File: src/rtl/game_sfx_mixer.sv
// game_sfx_mixer: square-wave sample source (crash tone, score chirp, music)
// Ports: clk, reset, life, score, game_over, music_bit, mute, write_ready -> write, writedata_left/right
module game_sfx_mixer #(
  parameter logic [23:0] AMPLITUDE  = 24'd2000000,
  parameter int          CRASH_HALF = 120,
  parameter int          CRASH_LEN  = 9600,
  parameter int          SCORE_HALF = 30,
  parameter int          SCORE_LEN  = 2400
) (
  input  logic        clk,
  input  logic        reset,
  input  logic [2:0]  life,
  input  logic [7:0]  score,
  input  logic        game_over,
  input  logic        music_bit,
  input  logic        mute,
  input  logic        write_ready,
  output logic        write,
  output logic [23:0] writedata_left,
  output logic [23:0] writedata_right
);

  localparam int CW = 16;
  localparam logic signed [23:0] AMP = AMPLITUDE;
  localparam logic signed [23:0] MUS = AMP >>> 1;

  typedef enum logic [1:0] {
    FX_IDLE,
    FX_SCORE,
    FX_CRASH
  } fx_t;

  typedef enum logic [1:0] {
    HS_WAIT,
    HS_ISSUE,
    HS_GAP
  } hs_t;

  fx_t fx_q, fx_d;
  hs_t hs_q, hs_d;

  logic [CW-1:0] len_q, len_d;
  logic [CW-1:0] half_q, half_d;
  logic          phase_q, phase_d;
  logic [2:0]    prev_life;
  logic [7:0]    prev_score;
  logic [23:0]   data_q, data_d;
  logic [23:0]   sample;
  logic          crash_trig, score_trig;
  logic          len_last, half_last;

  assign crash_trig = (life < prev_life);
  assign score_trig = (score > prev_score);

  assign write           = (hs_q == HS_ISSUE);
  assign writedata_left  = data_q;
  assign writedata_right = data_q;

  always_comb begin
    len_last  = 1'b0;
    half_last = 1'b0;
    if (fx_q == FX_CRASH) begin
      len_last  = (len_q == CW'(CRASH_LEN - 1));
      half_last = (half_q == CW'(CRASH_HALF - 1));
    end else begin
      len_last  = (len_q == CW'(SCORE_LEN - 1));
      half_last = (half_q == CW'(SCORE_HALF - 1));
    end
  end

  // Crash outranks score; counters only move on an actual push.
  always_comb begin
    fx_d    = fx_q;
    len_d   = len_q;
    half_d  = half_q;
    phase_d = phase_q;
    priority case (1'b1)
      crash_trig: begin
        fx_d    = FX_CRASH;
        len_d   = '0;
        half_d  = '0;
        phase_d = 1'b0;
      end
      score_trig && (fx_q != FX_CRASH): begin
        fx_d    = FX_SCORE;
        len_d   = '0;
        half_d  = '0;
        phase_d = 1'b0;
      end
      write && (fx_q != FX_IDLE): begin
        if (len_last) begin
          fx_d    = FX_IDLE;
          len_d   = '0;
          half_d  = '0;
          phase_d = 1'b0;
        end else begin
          len_d = len_q + 1'b1;
          if (half_last) begin
            half_d  = '0;
            phase_d = ~phase_q;
          end else begin
            half_d = half_q + 1'b1;
          end
        end
      end
      default: ;
    endcase
  end

  always_comb begin
    sample = '0;
    if (mute) begin
      sample = '0;
    end else if (fx_q != FX_IDLE) begin
      sample = phase_q ? AMP : -AMP;
    end else if (!game_over) begin
      sample = music_bit ? MUS : -MUS;
    end
  end

  // The GAP cycle lets the CODEC refresh write_ready after a push.
  always_comb begin
    hs_d   = hs_q;
    data_d = data_q;
    unique case (hs_q)
      HS_WAIT: begin
        if (write_ready) begin
          data_d = sample;
          hs_d   = HS_ISSUE;
        end
      end
      HS_ISSUE: hs_d = HS_GAP;
      HS_GAP:   hs_d = HS_WAIT;
      default:  hs_d = HS_WAIT;
    endcase
  end

  always_ff @(posedge clk) begin
    if (reset) begin
      fx_q       <= FX_IDLE;
      hs_q       <= HS_WAIT;
      len_q      <= '0;
      half_q     <= '0;
      phase_q    <= 1'b0;
      data_q     <= '0;
      prev_life  <= life;
      prev_score <= score;
    end else begin
      fx_q       <= fx_d;
      hs_q       <= hs_d;
      len_q      <= len_d;
      half_q     <= half_d;
      phase_q    <= phase_d;
      data_q     <= data_d;
      prev_life  <= life;
      prev_score <= score;
    end
  end

endmodule

File: config.mk
export PLATFORM = sky130hd
export DESIGN_NAME = game_sfx_mixer
export DESIGN_NICKNAME = d
export VERILOG_FILES = /design/src/rtl/game_sfx_mixer.sv
export SDC_FILE = /design/constraint.sdc
export NUM_CORES = 1
export LEC_CHECK = 0
export CAP_MARGIN = 20
export CORE_MARGIN = 1
export CORE_UTILIZATION = 50
export DETAILED_ROUTE_END_ITERATION = 8
export MAX_ROUTING_LAYER = met4
export PLACE_DENSITY = 0.79
export SKIP_LAST_GASP = 1
export SYNTH_ARGS = -nofsm -noshare
export SYNTH_HDL_FRONTEND = slang
export SYNTH_SLANG_ARGS = --single-unit
export TNS_END_PERCENT = 1
File: constraint.sdc
create_clock -name clk -period 2.1 [get_ports clk]
set_input_delay 0.42 -clock clk [delete_from_list [all_inputs] [get_ports clk]]
set_output_delay 0.42 -clock clk [all_outputs]
set_load 0.05 [all_outputs]
==> results summary <==
Summing internal, switching and leakage power gives 2134 uW. The mux cell area share after synthesis is 0.01062. The maximum VDD drop is 0.2818 mV. The pin count of the biggest net entering global routing is 19.

The synthesized design spends more area on one cell type than any other, namely sky130_fd_sc_hd__dfxtp_1. The routed wire length is 5.900 mm. The clock period minus worst slack is 2073 ps.

The flop and latch count out of synthesis came out at 54. The worst hold path begins at score[6]. The number of cells on the worst reg-to-reg path came out at 9. The highest attainable clock frequency came out at 0.4824 GHz. The number of antenna violations at the first check in global routing came out at 0. The number of cells produced by synthesis is 324.

The number of hold violations in the final report is 0. The post-synthesis sequential area ratio is 0.3825. The minimum setup slack after placement came out at -354.4 ps. The total of warnings raised by yosys is 0. The vertical die dimension is between 70 and 80 microns. The adder and majority gate portion of the synthesized area is 0.05312. The clock sink count came out at 54.

The launching instance or port of the critical path is score[1]. Setup repair after global routing could not meet its margin everywhere. The type of destination of the critical path is a register. The remaining routing DRC violations came out at 0.

Ranked by instance count, the synthesized netlist is headed by 54 x sky130_fd_sc_hd__dfxtp_1, 42 x sky130_fd_sc_hd__buf_4, 39 x sky130_fd_sc_hd__nor3_1, 23 x sky130_fd_sc_hd__xnor2_1, 21 x sky130_fd_sc_hd__nand2_1. The number of buffer cells added on primary ports is 53. For the worst setup path, the data required time is 2330 ps.

The number of synthesized flops with an enable pin is 0. After synthesis, the largest family of logic cells by area is simple AND/OR/NAND/NOR gates. Counting flops with an async set or reset pin after synthesis yields a share of 0. Buffers inserted during clock tree synthesis total 5.

The area enclosed by the die boundary came out at 5958 sq um. STA classifies the critical path startpoint as an input pin. The detailed-route wire length per cell is 13.63 microns. The power density relative to cell area is ~600 nW/um^2.

In this run the critical register-to-register path is launched from prev_score[1]. The area share of xor/xnor cells in the synthesized design came out at 0.09296. Of the cells placed in the final design, the portion with a size suffix greater than 1 is 0.1994. Traced cell by cell, the critical path runs through dlygate4sd2_1 > ha_1 > buf_4 > nand4_1 > o21a_1 > a311o_2 > buf_12 > buf_12 > nor3_1. The number of iterations in the first detailed-routing pass is 4.

The minimum hold slack came out at between 300 and 400 ps. For this configuration, the core starts out at a cell density of 0.5165. The post-route setup TNS is 0 ps. The number of placement rows came out at 27. The total via count in the routed design came out at 2294. The area occupied by registers came out at around 1100 sq um. The area share of the leading cell type in the synthesized netlist is 0.3825. The clock input transition at the sequential cells of the worst setup and hold paths is around 90 ps.

The number of hold buffers added after cts came out at 0. During I/O placement, the number of pins put on the boundary was 66. The compound-gate portion of the synthesized area came to 0.05268. The dominant synthesized flop cell is sky130_fd_sc_hd__dfxtp_1. The clock passes through at most 2 buffers. The cell count along the critical path came out at 9. The horizontal die dimension came out at between 70 and 80 microns. The HPWL reported at the end of detailed placement is 3.800 mm. The tightest min-delay check is of the input pin to register type. Broken down by cell family, the worst path's largest delay share belongs to buffers and inverters.

The core area came out at roughly 5500 sq um. The sum of overflow across all layers after global routing is 0. The clock reaches the later pin of the worst-skew pair after 310 ps.

Ranked by total cell area, the synthesized netlist is headed by sky130_fd_sc_hd__dfxtp_1 38%, sky130_fd_sc_hd__buf_4 11%, sky130_fd_sc_hd__xnor2_1 7.1%. The final number of setup-violating endpoints came out at 0. The post-route cell area came out at 3525 sq um.

The flow ran to the end, and the final reports show no timing, DRC or antenna violations. Summing all multi-input logic gate instances after layout gives between 1500 and 2000 sq um. In this run the critical register-to-register path is captured at half_q[8]. The area growth from synthesis to final layout came out at 24.70%.

The most instantiated library cell after synthesis is sky130_fd_sc_hd__dfxtp_1. The leakage power figure is ~0.0013 uW. The count of fill cells added during filler insertion is 440. The max-capacitance violation count is 0. The register-to-register setup slack is 30 ps.

The global routing usage summed across all routing layers came out at 0.2109. The TritonCTS clock tree is done. The mean instance size in the synthesized netlist came out at 8.724 sq um. The placed standard-cell area came out at approximately 3200 sq um. The simple-gate share of the synthesized area is 0.2634.

CTS placed an instance of sky130_fd_sc_hd__clkbuf_8 at the clock tree root. The slowest stage of the critical path is the sky130_fd_sc_hd__a311o_2 cell. The number of antenna diodes in the final layout is 0. The data arrival at the endpoint of the critical path is 2300 ps. The final worst-path setup slack came out at roughly 27 ps. The first-iteration detailed-routing DRC count came out at 84.

The final worst clock skew came out at 8.617 ps. The transition time of the tightest slew-check pin is between 700 and 800 ps. The wire length of the first global-routing pass is 9.708 mm. The highest net fanout along the worst path is 9. The detailed-route vias per instance came out at roughly 5.3. The remaining number of nets flagged by the antenna check after routing is 0. The number of different library cells used by synthesis comes to 45.

The critical path is of the input pin to register type. The largest incremental delay on the critical path came out at 450 ps. The count of pins over their slew limit came out at 0. The netlist area before placement is 2826 sq um. The critical path ends at half_q[8].

In this design, the critical path's most frequently occurring cell is sky130_fd_sc_hd__buf_12. The number of buffer and inverter instances along the worst setup path came out at 4. The H-tree depth is 2. The relative slew slack came out at 0.5290. At the end of routability-driven placement, the weighted congestion stood at 0.8133.

For this run, the post-layout net count is 390. The number of global-route vias before repair came out at 2188. Dividing the final minimum period by the clock period gives 0.9871.
[cells by family after synthesis]
kind of cell	count (synthesis)
AO/OA/AOI/OAI	23
XOR/XNOR	30
adder cells (fa/ha/maj)	12
buffers and inverters	65
flip-flops	54
multiplexers	3
other	1
AND/OR/NAND/NOR	136
[placed cells by master (no fill, tap or decap), types with 11 or more instances in the layout]
cell	count
sky130_fd_sc_hd__clkdlybuf4s50_1	30
sky130_fd_sc_hd__nor2_1	20
sky130_fd_sc_hd__dfxtp_1	54
sky130_fd_sc_hd__buf_4	24
sky130_fd_sc_hd__nor3_2	22
sky130_fd_sc_hd__nand3_1	11
sky130_fd_sc_hd__nand2_1	21
sky130_fd_sc_hd__xnor2_1	23
sky130_fd_sc_hd__inv_1	15
sky130_fd_sc_hd__nor3_1	17
sky130_fd_sc_hd__conb_1	12
[how the worst min path moves through the flow]
stage,slack (ps),endpoint,cells after the start
after CTS,350,prev_score[6],1
after global placement,460,len_q[1],2
final,350,prev_score[6],1
after global routing,340,prev_score[6],1
after floorplan,450,prev_life[0],0
after detailed placement,470,len_q[1],2
[power breakdown]
part / switching (uW) / internal (uW)
sequential: 18.5 / 1050
clock: 312 / 230
combinational: 330 / 195
total: 661 / 1470
[stage by stage]
stage,cells,util
detailed placement,420,0.5821
finish,433,0.6440
CTS,433,0.6406
global placement,420,0.5821
floorplan,335,-
global route,433,0.6440
[per-layer routing]
metal / wire (microns) / part of all wire / vias to the layer above / GRT usage
met1: 2599 / 0.44 / 1060 / 0.2383
met3: 356 / 0.060 / 11 / 0.05357
li1: - / - / 1141 / -
met2: 2828 / 0.48 / 82 / 0.3540
met5: 0 / 0 / - / -
met4: 115 / 0.019 / 0 / 0.08491
[flip-flops by register name, summed over array words and instances, names as in the netlist]
| register | cells |
|---|---|
| fx_q | 2 |
| prev_score | 8 |
| prev_life | 3 |
| writedata_left | 6 |
| phase_q | 1 |
| len_q | 16 |
| half_q | 16 |
| hs_q | 2 |
[layout make-up]
cell class	instances	area share
sequential	54	0.3067
timing repair buffer	68	0.1967
tap	72	0.02556
inverter	16	0.01704
multi-input combinational	216	0.4324
clock buffer	7	0.02165
[what timing repair did]
item,4_1_cts,5_1_grt
cloned,3,0
setup buffers,3,0
setup endpoints to repair,19,32
hold endpoints to repair,0,0
gates resized for setup,35,4
pin swaps,12,1
Note: power is estimated with default switching activity, not from simulation.
